[config.mk]
export PLATFORM = sky130hd
export DESIGN_NAME = reset_sequencer
export DESIGN_NICKNAME = d
export VERILOG_FILES = /design/src/rtl/reset_sequencer_pkg.sv /design/src/rtl/reset_sequencer_seq_timer.sv /design/src/rtl/reset_sequencer.sv
export SDC_FILE = /design/constraint.sdc
export NUM_CORES = 1
export LEC_CHECK = 0
export CAP_MARGIN = 40
export CORE_MARGIN = 2
export CORE_UTILIZATION = 40
export CTS_CLUSTER_SIZE = 40
export DETAILED_ROUTE_END_ITERATION = 10
export GPL_TIMING_DRIVEN = 1
export SKIP_CTS_REPAIR_TIMING = 1
export SLEW_MARGIN = 10
export SYNTH_ARGS = -nofsm -noshare
export SYNTH_HDL_FRONTEND = slang
export SYNTH_SLANG_ARGS = --single-unit
[constraint.sdc]
create_clock -name clk -period 3 [get_ports clk]
set_clock_uncertainty 0.05 [all_clocks]
set_input_delay 0.3 -clock clk [delete_from_list [all_inputs] [get_ports clk]]
set_output_delay 0.3 -clock clk [all_outputs]
set_load 0.01 [all_outputs]
[src/rtl/reset_sequencer_pkg.sv]
// Shared state encoding and width helpers for the staged reset sequencer.
package reset_sequencer_pkg;

  typedef enum logic [2:0] {
    ST_HOLD   = 3'd0,
    ST_WAIT   = 3'd1,
    ST_SETTLE = 3'd2,
    ST_RUN    = 3'd3,
    ST_RETRY  = 3'd4,
    ST_DEAD   = 3'd5,
    ST_REQD   = 3'd6
  } seq_state_t;

  // floor(log2(value))+1, never less than one bit
  function automatic int log2_width(input int value);
    int w;
    w = 1;
    for (int i = 1; i < 31; i++) begin
      if ((value >> i) != 0) w = i + 1;
    end
    return w;
  endfunction

  function automatic int max_int(input int a, input int b);
    return (a > b) ? a : b;
  endfunction

endpackage

[src/rtl/reset_sequencer_seq_timer.sv]
// Loadable down-counter with a zero flag; holds at zero rather than wrapping.
module seq_timer #(
  parameter int WIDTH = 8
) (
  input  logic             clk,
  input  logic             reset,
  input  logic             load,
  input  logic [WIDTH-1:0] load_val,
  input  logic             dec,
  output logic             zero
);

  localparam logic [WIDTH-1:0] ONE = WIDTH'(1);

  logic [WIDTH-1:0] count;

  always_ff @(posedge clk) begin
    if (reset) begin
      count <= '0;
    end else if (load) begin
      count <= load_val;
    end else if (dec && (count != '0)) begin
      count <= count - ONE;
    end
  end

  assign zero = (count == '0);

endmodule

[src/rtl/reset_sequencer.sv]
// Releases per-subsystem resets one stage at a time, supervises released stages,
// retries on timeout or ready loss and issues soft reset pulses to the generator.
module reset_sequencer
  import reset_sequencer_pkg::*;
#(
  parameter int  NUM_STAGES    = 3,
  parameter int  STAGE_DELAY   = 255,
  parameter int  READY_TIMEOUT = 65535,
  parameter int  MAX_RETRY     = 3,
  localparam int IDX_W         = log2_width(NUM_STAGES - 1)
) (
  input  logic                  clk,
  input  logic                  reset,
  input  logic [NUM_STAGES-1:0] stage_ready,
  input  logic                  soft_reset_req,
  output logic [NUM_STAGES-1:0] stage_reset,
  output logic                  int_reset,
  output logic                  busy,
  output logic                  running,
  output logic                  fault,
  output logic [IDX_W-1:0]      fault_stage
);

  // state  | meaning
  // HOLD   | all stages in reset, waiting for the first edge out of reset
  // WAIT   | stage idx released, waiting for its ready (timeout armed)
  // SETTLE | stage idx ready, settle delay before the next release
  // RUN    | every stage released and ready
  // RETRY  | all stages back in reset, delay before resequencing
  // DEAD   | retries exhausted, fault latched
  // REQD   | soft reset pulse issued, holding until reset arrives

  localparam int TMR_W = log2_width(max_int(STAGE_DELAY, READY_TIMEOUT));
  localparam int RTY_W = log2_width(MAX_RETRY);

  localparam logic [TMR_W-1:0] DELAY_LD   = TMR_W'(STAGE_DELAY);
  localparam logic [TMR_W-1:0] TIMEOUT_LD = TMR_W'(READY_TIMEOUT);
  localparam logic [IDX_W-1:0] LAST_IDX   = IDX_W'(NUM_STAGES - 1);
  localparam logic [IDX_W-1:0] IDX_ONE    = IDX_W'(1);
  localparam logic [RTY_W-1:0] RETRY_MAX  = RTY_W'(MAX_RETRY);
  localparam logic [RTY_W-1:0] RETRY_ONE  = RTY_W'(1);

  seq_state_t            state, state_nxt;
  logic [IDX_W-1:0]      idx, idx_nxt;
  logic [RTY_W-1:0]      retry_cnt, retry_cnt_nxt;
  logic [NUM_STAGES-1:0] stage_reset_nxt;
  logic                  int_reset_nxt, busy_nxt, running_nxt, fault_nxt;
  logic [IDX_W-1:0]      fault_stage_nxt;

  logic                  tmr_load, tmr_dec, tmr_zero;
  logic [TMR_W-1:0]      tmr_load_val;

  logic [NUM_STAGES-1:0] idx_onehot, next_onehot, supervised, lost;
  logic                  lost_any, ready_cur;
  logic [IDX_W-1:0]      lost_idx;

  seq_timer #(
    .WIDTH (TMR_W)
  ) u_timer (
    .clk      (clk),
    .reset    (reset),
    .load     (tmr_load),
    .load_val (tmr_load_val),
    .dec      (tmr_dec),
    .zero     (tmr_zero)
  );

  always_comb begin
    idx_onehot  = '0;
    next_onehot = '0;
    for (int j = 0; j < NUM_STAGES; j++) begin
      idx_onehot[j]  = (idx == IDX_W'(j));
      next_onehot[j] = ((idx + IDX_ONE) == IDX_W'(j));
    end
  end

  // Released stages other than the one still being waited on must stay ready.
  always_comb begin
    supervised = '0;
    case (state)
      ST_WAIT:           supervised = ~stage_reset & ~idx_onehot;
      ST_SETTLE, ST_RUN: supervised = ~stage_reset;
      default:           supervised = '0;
    endcase
    lost     = supervised & ~stage_ready;
    lost_any = |lost;
    lost_idx = '0;
    for (int j = NUM_STAGES - 1; j >= 0; j--) begin
      if (lost[j]) lost_idx = IDX_W'(j);
    end
    ready_cur = |(stage_ready & idx_onehot);
  end

  always_comb begin
    logic             do_fail;
    logic [IDX_W-1:0] fail_stage;

    state_nxt       = state;
    idx_nxt         = idx;
    retry_cnt_nxt   = retry_cnt;
    stage_reset_nxt = stage_reset;
    int_reset_nxt   = 1'b0;
    busy_nxt        = busy;
    running_nxt     = running;
    fault_nxt       = fault;
    fault_stage_nxt = fault_stage;
    tmr_load        = 1'b0;
    tmr_load_val    = TIMEOUT_LD;
    tmr_dec         = 1'b0;
    do_fail         = 1'b0;
    fail_stage      = '0;

    case (state)
      ST_HOLD: begin
        stage_reset_nxt[0] = 1'b0;
        tmr_load           = 1'b1;
        tmr_load_val       = TIMEOUT_LD;
        state_nxt          = ST_WAIT;
      end
      ST_WAIT: begin
        if (lost_any) begin
          do_fail    = 1'b1;
          fail_stage = lost_idx;
        end else if (ready_cur) begin
          tmr_load     = 1'b1;
          tmr_load_val = DELAY_LD;
          state_nxt    = ST_SETTLE;
        end else if (tmr_zero) begin
          do_fail    = 1'b1;
          fail_stage = idx;
        end else begin
          tmr_dec = 1'b1;
        end
      end
      ST_SETTLE: begin
        if (lost_any) begin
          do_fail    = 1'b1;
          fail_stage = lost_idx;
        end else if (tmr_zero) begin
          if (idx == LAST_IDX) begin
            busy_nxt    = 1'b0;
            running_nxt = 1'b1;
            state_nxt   = ST_RUN;
          end else begin
            idx_nxt         = idx + IDX_ONE;
            stage_reset_nxt = stage_reset & ~next_onehot;
            tmr_load        = 1'b1;
            tmr_load_val    = TIMEOUT_LD;
            state_nxt       = ST_WAIT;
          end
        end else begin
          tmr_dec = 1'b1;
        end
      end
      ST_RUN: begin
        if (lost_any) begin
          do_fail    = 1'b1;
          fail_stage = lost_idx;
        end else if (soft_reset_req) begin
          int_reset_nxt = 1'b1;
          state_nxt     = ST_REQD;
        end
      end
      ST_RETRY: begin
        if (tmr_zero) begin
          idx_nxt            = '0;
          stage_reset_nxt[0] = 1'b0;
          tmr_load           = 1'b1;
          tmr_load_val       = TIMEOUT_LD;
          state_nxt          = ST_WAIT;
        end else begin
          tmr_dec = 1'b1;
        end
      end
      ST_DEAD: begin
        if (soft_reset_req) begin
          int_reset_nxt = 1'b1;
          state_nxt     = ST_REQD;
        end
      end
      ST_REQD: begin
        state_nxt = ST_REQD;
      end
      default: begin
        state_nxt = ST_HOLD;
      end
    endcase

    if (do_fail) begin
      stage_reset_nxt = '1;
      fault_stage_nxt = fail_stage;
      running_nxt     = 1'b0;
      if (retry_cnt == RETRY_MAX) begin
        fault_nxt = 1'b1;
        busy_nxt  = 1'b0;
        state_nxt = ST_DEAD;
      end else begin
        retry_cnt_nxt = retry_cnt + RETRY_ONE;
        busy_nxt      = 1'b1;
        tmr_load      = 1'b1;
        tmr_load_val  = DELAY_LD;
        state_nxt     = ST_RETRY;
      end
    end
  end

  always_ff @(posedge clk) begin
    if (reset) begin
      state       <= ST_HOLD;
      idx         <= '0;
      retry_cnt   <= '0;
      stage_reset <= '1;
      int_reset   <= 1'b0;
      busy        <= 1'b1;
      running     <= 1'b0;
      fault       <= 1'b0;
      fault_stage <= '0;
    end else begin
      state       <= state_nxt;
      idx         <= idx_nxt;
      retry_cnt   <= retry_cnt_nxt;
      stage_reset <= stage_reset_nxt;
      int_reset   <= int_reset_nxt;
      busy        <= busy_nxt;
      running     <= running_nxt;
      fault       <= fault_nxt;
      fault_stage <= fault_stage_nxt;
    end
  end

endmodule

==> qor.yml, run 1 <==
outcome: "finished clean"
antenna_found_initial: 0
drive_gt1_share_pct: 11.24
synth_area_um2: 1944
slew_headroom_pct: 65.54
nets: 282
fin_crit_sh_pct: 93.12
min_period_ns: 2.794
end_kind: "register"
p_total_mw: 1.266
p_per_area_nw_per_um2: 550.2
ys.flop_type: "dfxtp_1"
synth_edf_count: 0
leakagePower_nw: 0.8920
synth_top_cells_by_count: "32 x dfxtp_1, 27 x nand2_1, 24 x a21oi_1, 24 x nor2_1"
drt-vias-per-instance: 5.829
synth_top_cell_area_share_pct: 32.95
drc: 0
overflow: 0
start_util_pct: 41.44
holdWs_ns: 0.4118
wl_per_cell_um: 15.32
syn_nets: 259
totalWireLength_um: 4918
synth.largest_area_cell: "dfxtp_1"
numPortBuffers: 14
syn_avg_cell_area_um2: 7.969
grt_pass1_wl_um: 8169
ios: 15
cp-start-kind: "register"
vdd_drop_max_uv: 190.7
critPathTopFamily: "compound AO/OA/AOI/OAI gates"
place_congestion: 0.8743
seq_area_frac_synth_pct: 32.95
drv_cap: 0
core_um2: 4692
synth-async-reset-ratio_pct: 0
drv_slew: 0
cp_slowest_cell: "or4_1"
area_delta_synth_final_pct: 18.34
ys_seq_elements: 32
grt_usage_pct: 19.40
critPathRequiredTime_ns: 3.17
timing.fmax_ghz: 0.3580
antenna_left: 0
path_buf_inv: 1
yosys-top-cells-area: "dfxtp_1 33%, a21oi_1 6.2%, ha_1 5.8%"
cts.sinks: 32
clockBufferDepth: 2
setup_violations: 0
dr.pass1.iters: 4
cts_root_buf: "clkbuf_8"
cts_max_level: 2
worst_pin_slew_ns: 0.5146
fin_setup_tns_ns: 0
hold_viol: 0
die_h_um: 73.72
grt_pass1_vias: 1681
yosysWarnings: 0
cts_tree: "built"
hold_path_class: "reg -> reg"
place_hpwl_um: 3523
max_stage_delay_ns: 0.51
diodes: 0
path_max_fanout: 7
drt_iter0_drc: 127
cts_buffers: 5
rsz0062_at_grt: "false"
fp.dieArea_um2: 5435
worstPathCellList: "inv_1, ha_1, a222oi_1, nand2_1, o311a_1, or4_1, xor2_1, a21oi_1"
clk_pin_slew_worst_paths_ns: 0.07
row_count: 25
fin_cells: 321
setup.worst_path.class: "reg -> reg"
ys_types: 52
grt_max_degree: 19
yosysMostFrequentCell: "dfxtp_1"
vias: 1871
die_x_um: 73.72
clkLatencyLatePin_ns: 0.29
crit_arrival_ns: 2.97
placedCellCount: 313
syn_inst: 244
reg2reg_slack_ns: 0.21
[per-layer routing]
metal / global-route usage, % / vias to the layer above / wire length (um)
li1: - / 948 / -
met4: 7.071 / 0 / 80
met3: 5.213 / 8 / 271
met2: 27.38 / 50 / 2168
met1: 28.03 / 865 / 2398
met5: 0 / - / 0
[worst reg2reg max path: cells and delay by family (launching register included)]
family,cells,cell delay [ns]
flip-flops,1,0.42
buffers and inverters,1,0.12
XOR/XNOR,1,0.16
AND/OR/NAND/NOR,2,0.66
adder cells (fa/ha/maj),1,0.30
AO/OA/AOI/OAI,3,1.02
[cells in the final DEF, fill, tap and decap left out, types with 5 or more instances in the layout]
cell | Yosys | layout
dfxtp_1 | 32 | 32
nand2_1 | 27 | 27
nor2_1 | 24 | 24
a21oi_1 | 24 | 24
clkdlybuf4s50_1 | 0 | 14
buf_4 | 0 | 13
inv_1 | 11 | 11
nand3_1 | 11 | 11
nor3_1 | 10 | 10
ha_1 | 9 | 9
o21ai_0 | 8 | 8
clkbuf_8 | 0 | 7
a311oi_1 | 5 | 5
[registers in the layout, summed over array words and instances, names as in the netlist]
name           cells
idx                2
busy               1
fault              1
u_timer.count     16
retry_cnt          2
int_reset          1
running            1
fault_stage        2
state              3
stage_reset        3
[final timing paths]
path | start | endpoint | depth (start not counted)
setup / recovery | idx[0] | u_timer.count[5] | 8
hold / removal | running | running | 2
setup reg to reg | idx[0] | u_timer.count[5] | 8
hold reg to reg | running | running | 2
[metrics by stage]
step	area [um^2]	setup WS, ns	util, %
finish	2301	0.2064	49.04
detailed placement	2191	0.1874	46.69
floorplan	1944	0.4036	-
global placement	2191	0.2633	46.69
global route	2301	0.01127	49.04
CTS	2287	0.1769	48.75
[final cells by class]
class | instances | area (um^2)
Sequential cell | 32 | 640.6
Fill cell | 465 | 2391
Timing Repair Buffer | 27 | 237.7
Tap cell | 54 | 67.56
Multi-Input combinational cell | 190 | 1217
Inverter | 11 | 41.29
Clock buffer | 7 | 96.34
[cell families after synthesis]
kind of cell             synth area share (%)
multiplexers                           0.5148
flip-flops                              32.95
AND/OR/NAND/NOR                         27.03
AO/OA/AOI/OAI                           26.71
XOR/XNOR                                2.252
adder cells (fa/ha/maj)                 5.792
buffers and inverters                   4.762
[power breakdown]
group	total [mW]	switching [mW]	leakage, nW	internal, mW
Clock	0.367	0.163	0.0503	0.204
Sequential	0.540	0.0647	0.263	0.476
Combinational	0.358	0.203	0.578	0.155
Total	1.27	0.431	0.892	0.835
Note: power is estimated with default switching activity, not from simulation.
==> run 2: changes to the inputs <==
--- a/config.mk
+++ b/config.mk
@@ -11,6 +11,7 @@
 export CTS_CLUSTER_SIZE = 40
 export DETAILED_ROUTE_END_ITERATION = 10
 export GPL_TIMING_DRIVEN = 1
+export PLACE_DENSITY_LB_ADDON = 0.25
 export SKIP_CTS_REPAIR_TIMING = 1
 export SLEW_MARGIN = 10
 export SYNTH_ARGS = -nofsm -noshare
==> run 2 against run 1 <==
Net effect:
- sequential cell count is the same
- sequential share of layout area is 0.35 points higher
- final cell count shrank 0.31%
- via count is 0.53% lower
- die area did not move
- critical endpoint is now u_timer.count[13]
- worst setup slack worse by 0.0087 ns
- cell area shrank 1.3%
==> qor.yml, run 2 (synthesized netlist as in run 1, its figures left out) <==
grt_usage_pct: 19.04  # was 19.40%
rsz0062_at_grt: "false"  # unchanged
clkLatencyLatePin_ns: 0.29  # about the same
outcome: "finished clean"  # unchanged
cts.sinks: 32  # unchanged
hold_path_class: "reg -> reg"  # unchanged
top_register: "u_timer.count"  # unchanged
path_max_fanout: 10  # was 7
holdWs_ns: 0.4117  # was 0.4118 ns
totalWireLength_um: 4759  # was 4918 um
worst_slack_ns: 0.1977  # was 0.2064 ns
largest_reg_flops: 16  # unchanged
overflow: 0  # unchanged
setup.worst_path.class: "reg -> reg"  # unchanged
cts_buffers: 5  # unchanged
grt_pass1_vias: 1651  # was 1,681
drv_slew: 0  # unchanged
placedCellCount: 311  # was 313
drt-vias-per-instance: 5.816  # was 5.829
vdd_drop_max_uv: 306.1  # was 190.7 uV
cts_tree: "built"  # unchanged
crit_arrival_ns: 2.95  # was 2.97 ns
slew_headroom_pct: 61.15  # was 65.54%
setup_violations: 0  # unchanged
p_per_area_nw_per_um2: 532.4  # was 550.2 nW/um^2
area_delta_synth_final_pct: 16.86  # was 18.34%
row_count: 25  # unchanged
die_h_um: 73.72  # unchanged
hold_viol: 0  # unchanged
vias: 1861  # was 1,871
drv_cap: 0  # unchanged
fin_cells: 320  # was 321
cts_root_buf: "clkbuf_8"  # unchanged
end_kind: "register"  # unchanged
top_regs: "u_timer.count x16, stage_reset x3, state x3"  # unchanged
numPortBuffers: 14  # unchanged
min_period_ns: 2.802  # was 2.794 ns
ios: 15  # unchanged
p_total_mw: 1.210  # was 1.266 mW
clk_pin_slew_worst_paths_ns: 0.07  # about the same
antenna_left: 0  # unchanged
drive_gt1_share_pct: 10.53  # was 11.24%
worst_pin_slew_ns: 0.5819  # was 0.5146 ns
grt_pass1_wl_um: 7948  # was 8169 um
leakagePower_nw: 0.8744  # was 0.8920 nW
core_um2: 4692  # unchanged
fin_setup_tns_ns: 0  # unchanged
grt_max_degree: 20  # was 19
final_common_cell: "dfxtp_1"  # unchanged
place_ws_ns: 0.1619  # was 0.1874 ns
cts_max_level: 2  # unchanged
cp-start-kind: "register"  # unchanged
place_hpwl_um: 3473  # was 3523 um
timing.fmax_ghz: 0.3569  # was 0.3580 GHz
antenna_found_initial: 0  # unchanged
nets: 281  # was 282
fp.dieArea_um2: 5435  # unchanged
drc: 0  # unchanged
reg2reg_slack_ns: 0.20  # was 0.21 ns
place_congestion: 0.9031  # was 0.8743
clockBufferDepth: 2  # unchanged
fin_crit_sh_pct: 93.41  # was 93.12%
dr.pass1.iters: 4  # unchanged
diodes: 0  # unchanged
layout_common_cells: "32 x dfxtp_1, 27 x nand2_1, 24 x nor2_1, 24 x a21oi_1, 14 x clkdlybuf4s50_1"  # unchanged
start_util_pct: 41.44  # unchanged
critPathRequiredTime_ns: 3.14  # was 3.17 ns
fill_cells: 481  # was 465
wl_per_cell_um: 14.87  # was 15.32 um
die_x_um: 73.72  # unchanged
drt_iter0_drc: 136  # was 127
-- run 2: report_power, final --
| group | leakage (nW) | total [mW] | internal, mW | switching, mW |
|---|---|---|---|---|
| clock network | 0.0400 | 0.324 | 0.157 | 0.167 |
| logic | 0.571 | 0.343 | 0.148 | 0.194 |
| registers | 0.263 | 0.544 | 0.475 | 0.0681 |
-- run 2: metal layers --
layer / routed length (um) / track usage, %
met5: 0 / 0
met1: 2394 / 27.80
met2: 2060 / 27.08
met4: 78 / 7.273
met3: 226 / 4.115
-- run 2: path summary, 6_finish.rpt --
kind | end | start | depth (start not counted)
worst min register to register | stage_reset[0] | stage_reset[0] | 2
worst min-delay path | stage_reset[0] | stage_reset[0] | 2
worst max-delay path | u_timer.count[13] | idx[0] | 9
worst max register to register | u_timer.count[13] | idx[0] | 9
-- run 2: area by class of cell --
| type | instances | area [um^2] | share of cell area, % |
|---|---|---|---|
| well taps | 54 | 67.56 | 2.974 |
| clock buffers | 5 | 68.82 | 3.029 |
| repair buffers | 26 | 230.2 | 10.13 |
| inverters | 11 | 41.29 | 1.817 |
| multi-input cells | 190 | 1211 | 53.30 |
| clock inverters | 2 | 12.51 | 0.5507 |
| flip-flops and latches | 32 | 640.6 | 28.19 |
-- run 2: worst max-delay path, stage by stage, from the launching register on --
cell and delay [ns]:
dfxtp_1 0.37, inv_1 0.15, ha_1 0.32, nor2b_1 0.11
o21ai_1 0.27, o211ai_4 0.19, o311a_1 0.46, o211ai_2 0.40
a21oi_1 0.12, a311oi_1 0.28
-- run 2: stage by stage --
| stage | instance area, um^2 | util [%] |
|---|---|---|
| 2_1_floorplan | 1944 | - |
| 3_3_place_gp | 2176 | 46.37 |
| 3_5_place_dp | 2176 | 46.37 |
| 4_1_cts | 2257 | 48.11 |
| 5_1_grt | 2272 | 48.43 |
| 6_report | 2272 | 48.43 |
==> run 3: changes to the inputs <==
--- a/config.mk
+++ b/config.mk
@@ -5,7 +5,6 @@
 export SDC_FILE = /design/constraint.sdc
 export NUM_CORES = 1
 export LEC_CHECK = 0
-export CAP_MARGIN = 40
 export CORE_MARGIN = 2
 export CORE_UTILIZATION = 40
 export CTS_CLUSTER_SIZE = 40
==> results of run 3 <==
Same layout as run 2: the final DEF is identical, and so are final timing and power.
